File: src/rtl/hc21_ste_pkg.sv
// Shared types and STE command encodings for the HC21 STE bus master.
package hc21_ste_pkg;

    typedef enum logic [1:0] {
        IDLE,
        SETUP,
        STROBE,
        RELEASE
    } ste_state_t;

    localparam logic [2:0] CM_IDLE = 3'b000;
    localparam logic [2:0] CM_MEM  = 3'b111;
    localparam logic [2:0] CM_IO   = 3'b101;
    localparam logic [2:0] CM_IACK = 3'b010;

endpackage

File: src/rtl/hc21_sync_n.sv
// Multi-stage synchroniser for an active-low asynchronous input; resets to inactive (high).
module hc21_sync_n #(
    parameter int unsigned NumStages = 2
) (
    input  logic clk_i,
    input  logic rst_i,
    input  logic async_n_i,
    output logic sync_n_o
);

    logic [NumStages-1:0] sync_q;
    logic [NumStages-1:0] sync_d;

    always_comb begin
        sync_d = {sync_q[NumStages-2:0], async_n_i};
    end

    always_ff @(posedge clk_i) begin
        if (rst_i) begin
            sync_q <= '1;
        end else begin
            sync_q <= sync_d;
        end
    end

    assign sync_n_o = sync_q[NumStages-1];

endmodule

File: src/rtl/hc21_ste_bus_master.sv
// Z80-to-STE bus master: decodes off-board cycles and runs the STE strobe/acknowledge handshake.
module hc21_ste_bus_master
    import hc21_ste_pkg::*;
#(
    parameter int unsigned SETUP_CYCLES   = 1,
    parameter int unsigned TIMEOUT_CYCLES = 255,
    parameter int unsigned SYNC_STAGES    = 2
) (
    input  logic       sysclk,
    input  logic       sysrst,
    input  logic       cpu_rfsh_n,
    input  logic       cpu_m1_n,
    input  logic       cpu_rd_n,
    input  logic       cpu_wr_n,
    input  logic       cpu_mreq_n,
    input  logic       cpu_iorq_n,
    input  logic       onboard_n,
    input  logic       datack_n,
    input  logic       tfrerr_n,
    input  logic       err_clr,
    output logic       cpu_wait_n,
    output logic [2:0] cm,
    output logic       busstb_n,
    output logic       bufout,
    output logic       intack,
    output logic       buserr,
    output logic       err_sticky
);

    localparam int unsigned ToW = (TIMEOUT_CYCLES == 0) ? 1 : $clog2(TIMEOUT_CYCLES + 1);
    localparam logic [ToW-1:0] ToLast = ToW'((TIMEOUT_CYCLES == 0) ? 0 : TIMEOUT_CYCLES - 1);
    localparam logic [ToW-1:0] ToMax  = '1;

    ste_state_t     state_q, state_d;
    logic [3:0]     setup_cnt_q, setup_cnt_d;
    logic [ToW-1:0] to_cnt_q, to_cnt_d;
    logic [2:0]     cm_q, cm_d;
    logic           busstb_n_q, busstb_n_d;
    logic           bufout_q, bufout_d;
    logic           intack_q, intack_d;
    logic           buserr_q, buserr_d;
    logic           err_sticky_q, err_sticky_d;

    logic req, iack, ack_sync_n, err_sync_n, timeout_hit;

    hc21_sync_n #(.NumStages(SYNC_STAGES)) u_sync_ack (
        .clk_i     (sysclk),
        .rst_i     (sysrst),
        .async_n_i (datack_n),
        .sync_n_o  (ack_sync_n)
    );

    hc21_sync_n #(.NumStages(SYNC_STAGES)) u_sync_err (
        .clk_i     (sysclk),
        .rst_i     (sysrst),
        .async_n_i (tfrerr_n),
        .sync_n_o  (err_sync_n)
    );

    // Refresh cycles drive mreq_n low too; rfsh_n gating keeps them off the backplane.
    assign req = onboard_n &
                 ((~cpu_mreq_n & cpu_rfsh_n & (~cpu_rd_n | ~cpu_wr_n)) |
                  (~cpu_iorq_n & (~cpu_rd_n | ~cpu_wr_n | ~cpu_m1_n)));
    assign iack = ~cpu_iorq_n & ~cpu_m1_n;
    assign timeout_hit = (TIMEOUT_CYCLES != 0) && (to_cnt_q == ToLast);

    always_comb begin
        state_d      = state_q;
        setup_cnt_d  = setup_cnt_q;
        to_cnt_d     = to_cnt_q;
        cm_d         = cm_q;
        busstb_n_d   = busstb_n_q;
        bufout_d     = bufout_q;
        intack_d     = intack_q;
        buserr_d     = 1'b0;

        case (state_q)
            IDLE: begin
                if (req) begin
                    state_d     = SETUP;
                    setup_cnt_d = 4'(SETUP_CYCLES - 1);
                    bufout_d    = ~cpu_wr_n;
                    intack_d    = iack;
                    if (iack) begin
                        cm_d = CM_IACK;
                    end else if (~cpu_iorq_n) begin
                        cm_d = CM_IO;
                    end else begin
                        cm_d = CM_MEM;
                    end
                end
            end
            SETUP: begin
                if (setup_cnt_q == 4'd0) begin
                    state_d    = STROBE;
                    busstb_n_d = 1'b0;
                    to_cnt_d   = '0;
                end else begin
                    setup_cnt_d = setup_cnt_q - 4'd1;
                end
            end
            STROBE: begin
                if (to_cnt_q != ToMax) begin
                    to_cnt_d = to_cnt_q + 1'b1;
                end
                // Abort first, then error (beats a simultaneous ack), then timeout, then ack.
                if (!req) begin
                    state_d    = RELEASE;
                    busstb_n_d = 1'b1;
                end else if (!err_sync_n || timeout_hit) begin
                    state_d    = RELEASE;
                    busstb_n_d = 1'b1;
                    buserr_d   = 1'b1;
                end else if (!ack_sync_n) begin
                    state_d    = RELEASE;
                    busstb_n_d = 1'b1;
                end
            end
            RELEASE: begin
                if (!req && ack_sync_n) begin
                    state_d  = IDLE;
                    cm_d     = CM_IDLE;
                    bufout_d = 1'b0;
                    intack_d = 1'b0;
                end
            end
            default: begin
                state_d = IDLE;
            end
        endcase

        if (buserr_d) begin
            err_sticky_d = 1'b1;
        end else if (err_clr) begin
            err_sticky_d = 1'b0;
        end else begin
            err_sticky_d = err_sticky_q;
        end
    end

    always_ff @(posedge sysclk) begin
        if (sysrst) begin
            state_q      <= IDLE;
            setup_cnt_q  <= '0;
            to_cnt_q     <= '0;
            cm_q         <= CM_IDLE;
            busstb_n_q   <= 1'b1;
            bufout_q     <= 1'b0;
            intack_q     <= 1'b0;
            buserr_q     <= 1'b0;
            err_sticky_q <= 1'b0;
        end else begin
            state_q      <= state_d;
            setup_cnt_q  <= setup_cnt_d;
            to_cnt_q     <= to_cnt_d;
            cm_q         <= cm_d;
            busstb_n_q   <= busstb_n_d;
            bufout_q     <= bufout_d;
            intack_q     <= intack_d;
            buserr_q     <= buserr_d;
            err_sticky_q <= err_sticky_d;
        end
    end

    // WAIT goes low combinationally so the Z80 is held in the same cycle the request appears.
    assign cpu_wait_n = ~(req & (state_q == IDLE)) & ~((state_q == SETUP) | (state_q == STROBE));
    assign cm         = cm_q;
    assign busstb_n   = busstb_n_q;
    assign bufout     = bufout_q;
    assign intack     = intack_q;
    assign buserr     = buserr_q;
    assign err_sticky = err_sticky_q;

endmodule
File: config.mk
export PLATFORM = sky130hd
export DESIGN_NAME = hc21_ste_bus_master
export DESIGN_NICKNAME = d
export VERILOG_FILES = /design/src/rtl/hc21_ste_pkg.sv /design/src/rtl/hc21_sync_n.sv /design/src/rtl/hc21_ste_bus_master.sv
export SDC_FILE = /design/constraint.sdc
export NUM_CORES = 1
export LEC_CHECK = 0
export CELL_PAD_IN_SITES_DETAIL_PLACEMENT = 1
export CELL_PAD_IN_SITES_GLOBAL_PLACEMENT = 2
export CORE_UTILIZATION = 28
export CTS_CLUSTER_SIZE = 40
export DETAILED_ROUTE_END_ITERATION = 7
export GPL_ROUTABILITY_DRIVEN = 0
export PLACE_DENSITY_LB_ADDON = 0.2
export SYNTH_ARGS = -nofsm -noshare
export SYNTH_HDL_FRONTEND = slang
export SYNTH_HIERARCHICAL = 1
export SYNTH_SLANG_ARGS = --single-unit
File: constraint.sdc
create_clock -name sysclk -period 1.9 [get_ports sysclk]
set_input_delay 0.475 -clock sysclk [delete_from_list [all_inputs] [get_ports sysclk]]
set_output_delay 0.475 -clock sysclk [all_outputs]
set_load 0.03 [all_outputs]
# == Word-level counts from Yosys, hierarchy flattened ==
# Cells that the tools add are included.
# word_totals
register_bits,26
inputBits,12
out_inout_bits,9
wordCells,90
# classes
add_sub_neg,2
eq_ne,11
n_mux,33
bitwise,18
n_reduce_logical,15
# op_table
op,n
$mux W8,2
$pmux W8 S2,1
$mux W2,7
$mux W1,12
$reduce_and A3 Y1,4
$ne A2 B2 Y1 const B,5
$mux W3,3
$add A8 B1 Y8 const B,1
$eq A8 B8 Y1 const B,1
$mux W4,2
$ne A8 B8 Y1 const B,1
$pmux W2 S4,1
$pmux W4 S2,1
$reduce_bool A2 Y1,4
$and A1 B1 Y1,7
$not A1 Y1,7
$pmux W1 S2,3
$pmux W3 S2,1
$eq A2 B2 Y1 const B,2
$logic_not A4 Y1,1
$ne A4 B4 Y1 const B,1
$or A1 B1 Y1,4
$reduce_and A4 Y1,1
$sub A4 B1 Y4 const B,1
5 further kinds,6

# == Longest topological paths before layout ==
# Gate-level depths: netlist (run 1).
# logic_depth
depth_word,10
mapped_depth,8
depth_no_buf,7

# == Modules after synthesis ==
# The synthesis (run 1) kept the hierarchy.
# by_module_without_submodules
module,n_inst,cells_each,area_each_um2,seq_area_each_um2
hc21_ste_bus_master,1,140,1206.2,420.4
hc21_sync_n,2,4,52.6,40.0

# == Worst setup path after synthesis (run 1) ==
# OpenSTA, ideal clock, no wires.
# synth_path
path_type,input to output
startpoint,input cpu_rfsh_n
endpoint,output cpu_wait_n
arrival_time_ns,1.509
required_ns,1.425
path_slack_ns,-0.084
cell_stages,4
n_path_buf,0
cell_sequence,nor2b_1 o211ai_2 inv_1 a21oi_1
# synth_via
elab_chain_len,7
# synth_lines
element,line_no,text
"start, declared",hc21_ste_bus_master.sv:11,"input logic cpu_rfsh_n,"
$and A1 B1 Y1 (2 in a row),hc21_ste_bus_master.sv:62,((~cpu_mreq_n & cpu_rfsh_n & (~cpu_rd_n | ~cpu_wr_n)) |
$or A1 B1 Y1,hc21_ste_bus_master.sv:62,
$and A1 B1 Y1,hc21_ste_bus_master.sv:61,assign req = onboard_n &
$and A1 B1 Y1,hc21_ste_bus_master.sv:166,assign cpu_wait_n = ~(req & (state_q == IDLE)) & ~((state_q == SETUP) | (state_q == STROBE));
$not A1 Y1,hc21_ste_bus_master.sv:166,
$and A1 B1 Y1,hc21_ste_bus_master.sv:166,
"end, declared",hc21_ste_bus_master.sv:21,"output logic cpu_wait_n,"
# Every way passes these cells.

# == Final worst setup path (run 1) ==
# layout_path
startpoint,register setup_cnt_q[0]
endpoint,register to_cnt_q[1]
# layout_via
elab_chain_len,3
# layout_lines
element,line_no,text
"start, declared",hc21_ste_bus_master.sv:35,"logic [3:0] setup_cnt_q, setup_cnt_d;"
"start signal, assigned",hc21_ste_bus_master.sv:154,setup_cnt_q <= setup_cnt_d;
$logic_not A4 Y1,hc21_ste_bus_master.sv:94,if (setup_cnt_q == 4'd0) begin
$ne A2 B2 Y1 (no line),-,
$reduce_and A3 Y1 (no line),-,
"end signal, assigned",hc21_ste_bus_master.sv:155,to_cnt_q <= to_cnt_d;
"end, declared",hc21_ste_bus_master.sv:36,"logic [ToW-1:0] to_cnt_q, to_cnt_d;"
# Every way passes these cells.
# A chain may end at the register's enable or synchronous reset.

==> results of run 1 <==
-- metrics by stage --
step | hold slack, ns | area, um^2 | util [%]
3_5_place_dp | 0.393 | 1710 | 38.8
3_3_place_gp | 0.388 | 1710 | 38.8
6_report | 0.415 | 1930 | 43.8
4_1_cts | 0.424 | 1880 | 42.6
5_1_grt | 0.446 | 1930 | 43.8
2_1_floorplan | 0.383 | 1320 | -
-- worst max-delay path, cell delays in order (launching register included) --
cell     delay [ns]
dfxtp_2        0.34
inv_2          0.07
ha_4           0.12
or3b_4         0.41
mux2_4         0.32
or4_1          0.47
a21oi_1        0.13
-- sequential cells by signal, indices dropped and copies added (netlist names) --
| name | flops |
|---|---|
| u_sync_ack/sync_q | 2 |
| busstb_n | 1 |
| intack | 1 |
| u_sync_err/sync_q | 2 |
| cm | 2 |
| state_q | 2 |
| err_sticky | 1 |
| bufout | 1 |
| setup_cnt_q | 4 |
| buserr | 1 |
| to_cnt_q | 8 |
-- metal layers --
| metal | track usage (%) | vias to the layer above |
|---|---|---|
| met5 | 0 | - |
| met3 | 2.16 | 3 |
| met1 | 20.4 | 604 |
| met4 | 4.67 | 0 |
| met2 | 27.8 | 26 |
| li1 | - | 620 |
-- what timing repair did --
| action | 4_1_cts | 5_1_grt |
|---|---|---|
| pin swaps | 4 | 3 |
| endpoints found under the hold margin | 0 | 0 |
| endpoints found under the setup margin | 12 | 16 |
| resized for setup | 25 | 11 |
| gates cloned | 1 | 0 |
| setup buffers | 8 | 5 |
-- logic make-up (layout without fill, tap and decap cells) --
kind of cell,count (synthesis),after routing,synth area share [%]
buffers and inverters,16,70,5.44
XOR/XNOR,7,7,4.68
AO/OA/AOI/OAI,25,25,12.5
flip-flops,25,25,38.2
multiplexers,9,10,7.25
adder cells (fa/ha/maj),9,9,8.59
AND/OR/NAND/NOR,57,57,23.4
-- power groups by stage --
| stage | registers, uW | logic (uW) | clock network [uW] |
|---|---|---|---|
| after floorplan | 706 | 669 | 0 |
| after global placement | 674 | 1030 | 0 |
| after detailed placement | 680 | 1080 | 0 |
| after CTS | 671 | 1250 | 363 |
| after global routing | 680 | 1430 | 383 |
| final | 671 | 1310 | 353 |
-- area by class of cell --
class                      count  area [um^2]  share of cell area [%]
multi-input combinational    108          817                    42.2
sequential                    25          505                    26.1
timing repair buffer          55          457                    23.6
tap                           52         65.1                    3.36
clock buffer                   3         41.3                    2.13
inverter                      11         41.3                    2.13
clock inverter                 1         7.51                   0.388
-- final timing paths --
kind,cells after the start,to,slack (ns)
setup / recovery,6,to_cnt_q[1]$_SDFFE_PP0P_,-0.02
hold / removal,1,u_sync_ack/sync_q[1]$_SDFF_PP1_,0.42
setup reg to reg,6,to_cnt_q[1]$_SDFFE_PP0P_,-0.02
hold reg to reg,1,u_sync_ack/sync_q[1]$_SDFF_PP1_,0.42
-- layout by cell type (no fill, tap or decap), types with 3 or more instances in the layout --
cell and n:
clkdlybuf4s50_1 12, mux2i_1 8, a21oi_1 5, buf_4 34, clkbuf_8 3, o21ai_0 5
nor2_1 16, inv_1 8, or2_1 4, nor3_1 6, dfxtp_1 21, ha_1 7
nand2_1 5, dlygate4sd2_1 3, nand2b_1 6, inv_2 3, xnor2_1 7, dfxtp_2 4
nand3_1 5
==> impl_metrics.tcl, run 1 <==
set metrics [dict create \
    outcome "complete, but fails checks" \
    violations "negative setup slack" \
    rsz0062_at_grt "true" \
    io_buffers 20 \
    stdcell_count 255 \
    critPathKind "reg2reg" \
    max_freq_mhz 522 \
    synth-main-ff-cell "dfxtp_1" \
    numCtsBuffers 3 \
    globalRouteTotalUtil_pct 16.0 \
    maxCapViolCount 0 \
    p_sw_uw 934 \
    initial_utilization_pct 29.7 \
    synth_area_leaders "dfxtp_1 (38%), ha_1 (8.6%), mux2i_1 (6.1%), nor2_1 (4.9%), xnor2_1 (4.7%)" \
    synth_common_cells "dfxtp_1 (25), nor2_1 (17), inv_1 (11)" \
    syn-cell-area_um2 1310 \
    fin_crit_ns 1.92 \
    postCtsHoldBufs 0 \
    via_count 1253 \
    fp.dieArea_um2 4960 \
    synth-edff-count 0 \
    hold_class "reg2reg" \
    finalHoldViolCount 0 \
    clockBufferDepth 2 \
    max_slew_margin_pct 63.5 \
    clk_latency_ns 0.29 \
    ys_seq_elements 25 \
    clock_sinks 25 \
    fp.dieW_um 70.4 \
    synthCells 148 \
    post-route-drc-count 0 \
    highest_layer "met4" \
    yosysSeqAreaShare_pct 38.2 \
    wl_met3_um 139 \
    grt_overflow 0 \
    cts_max_level 1 \
    pin_count 21 \
    crit_start "setup_cnt_q[0]$_SDFFE_PP0P_" \
    antenna_found_initial 0 \
    internal_power_uw 1400 \
    ys_warn_count 6 \
    totalWireLength_um 3740 \
    post_route_cells_drive_above_1_share_pct 33.0 \
    grt_start_max_net_pins 16 \
    combPwrFrac_pct 56.1 \
    peakVddDrop_mv 0.494 \
    vias_per_cell 4.91 \
    worstHoldStart "u_sync_ack/sync_q[0]$_SDFF_PP1_" \
    synth.most_common_cell "dfxtp_1" \
    wl_met1_um 1740 \
    setup_slack_ns -0.0165 \
    synth_top_cell_by_area "dfxtp_1" \
    crit_arrival_ns 2.14 \
    endpoint_kind "flop" \
    drtIter0Drc 11 \
    place_ws_ns -0.523 \
    routed-wl-met2_um 1820 \
    cts_tree "yes" \
    cp-start-kind "flop" \
    fillerInstances 527 \
    finalMaxSlewViolations 0 \
    dr.pass1.iters 4 \
    dp_cells 237 \
    syn_nets 169 \
    rows 24 \
    die_h_um 70.4 \
    clock_power_share_pct 15.1 \
    worstPathRequired_ns 2.13 \
    pwr-share-seq_pct 28.7 \
    antennaDiodeCount 0 \
    worst_pin_slew_ns 0.544 \
    detailed_place_hpwl_um 2700 \
    grt_pass1_wl_um 6310 \
    p_per_area_nw_per_um2 1210 \
    grt_pass1_vias 1339 \
    setup_viol 2 \
    reg2reg_from "setup_cnt_q[0]$_SDFFE_PP0P_" \
    period_share_pct 101 \
    p_leak_uw 0.000777 \
    clkSlewWorstSetupHoldPaths_ns 0.10 \
    power.total_uw 2330 \
    skew_ns 0.00237 \
    cts_root_buffer "clkbuf_8" \
    async_flop_share_pct 0 \
    ant_nets 0 \
    setup_tns_ns -0.0271 \
    placeableCoreArea_um2 4410 \
    nets 225 \
    synthDistinctLibCells 38 \
    sw_frac_of_total_pct 40.0 \
    netlist.area_leader.share_pct 38.2 \
    crit_path_max_fanout 5 \
    syn_area_per_cell_um2 8.86 \
    wl_per_cell_um 14.7 \
    area.growth.synth_to_final_pct 47.5 \
]
(Power assumes the default switching activity.)
==> inputs of run 2 (changes only) <==
--- a/config.mk
+++ b/config.mk
@@ -9,5 +9,4 @@
 export CELL_PAD_IN_SITES_GLOBAL_PLACEMENT = 2
 export CORE_UTILIZATION = 28
-export CTS_CLUSTER_SIZE = 40
 export DETAILED_ROUTE_END_ITERATION = 7
 export GPL_ROUTABILITY_DRIVEN = 0
==> constraint.sdc (replaced) <==
create_clock -name sysclk -period 1.9 [get_ports sysclk]
set_input_delay 0.475 -clock sysclk [delete_from_list [all_inputs] [get_ports sysclk]]
set_output_delay 0.475 -clock sysclk [all_outputs]
set_load 0.02 [all_outputs]
==> run 2 against run 1 <==
Compared with the run above:
- the run still ends with negative setup slack left
- cell count decreased by 2.4%
- clock-buffer cell count increased by 1
- critical endpoint unchanged
- global-route usage decreased by 1.1 points
==> impl_metrics.tcl, run 2 (synthesis gave the netlist of run 1 again) <==
set metrics [dict create \
    period_share_pct 103 \
    initial_utilization_pct 29.7 \
    drtIter0Drc 59 \
    detailed_place_hpwl_um 2630 \
    via_count 1217 \
    clk_latency_ns 0.27 \
    area.growth.synth_to_final_pct 42.5 \
    wl_per_cell_um 14.5 \
    max_slew_margin_pct 60.8 \
    placeableCoreArea_um2 4410 \
    antennaDiodeCount 0 \
    grt_overflow 0 \
    rsz0062_at_grt "true" \
    endpoint_kind "flop" \
    hold_class "reg2reg" \
    clkSlewWorstSetupHoldPaths_ns 0.09 \
    postCtsHoldBufs 0 \
    final_util_pct 42.3 \
    io_buffers 20 \
    multiInputGateArea_um2 810 \
    max_freq_mhz 513 \
    grt_pass1_vias 1273 \
    holdWs_ns 0.422 \
    rows 24 \
    r2r_setup_slack_ns -0.05 \
    seq_area_um2 503 \
    gr-usage-met2_pct 27.9 \
    post_dp_cell_area_um2 1700 \
    busiest_layer "met2" \
    die_h_um 70.4 \
    setup_tns_ns -0.0750 \
    cts_tree "yes" \
    design_area_um2 1870 \
    antenna_found_initial 0 \
    crit_arrival_ns 2.15 \
    worst_pin_slew_ns 0.585 \
    worstHoldStart "u_sync_ack/sync_q[0]$_SDFF_PP1_" \
    layout_common_cells "buf_4 (30), dfxtp_1 (23), nor2_1 (17), clkdlybuf4s50_1 (12)" \
    p_leak_uw 0.000747 \
    post_route_cells_drive_above_1_share_pct 28.4 \
    pin_count 21 \
    fp.dieArea_um2 4960 \
    post-route-drc-count 0 \
    worstReg2RegEnd "to_cnt_q[1]$_SDFFE_PP0P_" \
    cts_root_buffer "clkbuf_8" \
    worstPathRequired_ns 2.10 \
    outcome "complete, but fails checks" \
    fillerInstances 515 \
    peakVddDrop_mv 0.397 \
    reg2reg_from "setup_cnt_q[0]$_SDFFE_PP0P_" \
    whs_path_depth 1 \
    grt_start_max_net_pins 15 \
    cts_max_level 1 \
    top_regs "to_cnt_q: 8 flops, setup_cnt_q: 4 flops" \
    whs_endpoint "u_sync_ack/sync_q[1]$_SDFF_PP1_" \
    finalHoldViolCount 0 \
    cp-start-kind "flop" \
    finalMaxSlewViolations 0 \
    largest_register "to_cnt_q" \
    numCtsBuffers 3 \
    clockBufferDepth 2 \
    fin_crit_ns 1.95 \
    grt_pass1_wl_um 5820 \
    violations "negative setup slack" \
    vias_per_cell 4.89 \
    skew_ns 0.00572 \
    setup_viol 3 \
    clock_sinks 25 \
    ant_nets 0 \
    grt_util_met3_pct 3.32 \
    nets 219 \
    critPathKind "reg2reg" \
    totalWireLength_um 3610 \
    crit_start "setup_cnt_q[0]$_SDFFE_PP0P_" \
    layout_commonest_cell "buf_4" \
    dr.pass1.iters 4 \
    globalRouteTotalUtil_pct 15.0 \
    rr_worst_depth 6 \
    maxCapViolCount 0 \
    p_per_area_nw_per_um2 1170 \
    crit_path_max_fanout 5 \
    setup_slack_ns -0.0482 \
    largest_reg_flops 8 \
    fp.dieW_um 70.4 \
    grtUsageMet1_pct 17.3 \
]
[run 2: changes by cell type in the layout (fill, tap and decap cells not counted), sizes merged]
cell / previous run / this run
clkinvlp: 1 / 0
clkbuf: 5 / 6
buf: 36 / 30
[run 2: layer usage]
metal | vias up | share of wire, %
met5 | - | 0
met4 | 0 | 0.39
met3 | 2 | 3.9
met2 | 26 | 51
met1 | 578 | 45
li1 | 611 | -
[run 2: cell type report]
cell class              instances  area share (%)
clock buffers                   4            2.41
inverters                      11            2.21
multi-input cells             108            43.3
flip-flops and latches         25            26.9
well taps                      52            3.48
repair buffers                 49            21.6
[run 2: how the worst max path moves through the flow]
stage,end,slack [ns],depth (start not counted)
finish,to_cnt_q[1]$_SDFFE_PP0P_,-0.05,6
global route,to_cnt_q[5]$_SDFFE_PP0P_,-0.1,8
CTS,to_cnt_q[1]$_SDFFE_PP0P_,-0.04,6
detailed placement,cpu_wait_n,-0.68,6
global placement,cpu_wait_n,-0.67,6
floorplan,cpu_wait_n,0.06,4
[run 2: power by group]
group,total (uW),leakage (uW),internal (uW),switching [uW]
combinational,1210,0.000519,608,602
clock,311,0.0000228,150,161
sequential,655,0.000205,606,49.0
[run 2: metrics by stage]
| step | total power [uW] | setup WS (ns) | std cells |
|---|---|---|---|
| floorplan | 1330 | 0.0562 | 148 |
| global placement | 1720 | -0.669 | 236 |
| detailed placement | 1750 | -0.680 | 236 |
| CTS | 2170 | -0.0397 | 245 |
| global route | 2330 | -0.0984 | 249 |
| finish | 2180 | -0.0482 | 249 |
[run 2: critical path, cell delays in order (launching register included)]
cell,delay [ns]
dfxtp_2,0.34
inv_2,0.07
ha_4,0.12
or3b_4,0.40
mux2_4,0.33
or4_4,0.49
a21oi_2,0.13
[run 2: timing repair]
action / in CTS / in global routing
setup endpoints to repair: 14 / 13
resized for setup: 23 / 13
buffers inserted: 4 / 4
gates cloned: 1 / 0
pin swaps: 4 / 3
==> inputs of run 3 (changes only) <==
- CAP_MARGIN: not set -> 20
==> results of run 3 <==
No change in the layout: final DEF, timing and power equal those of run 2.
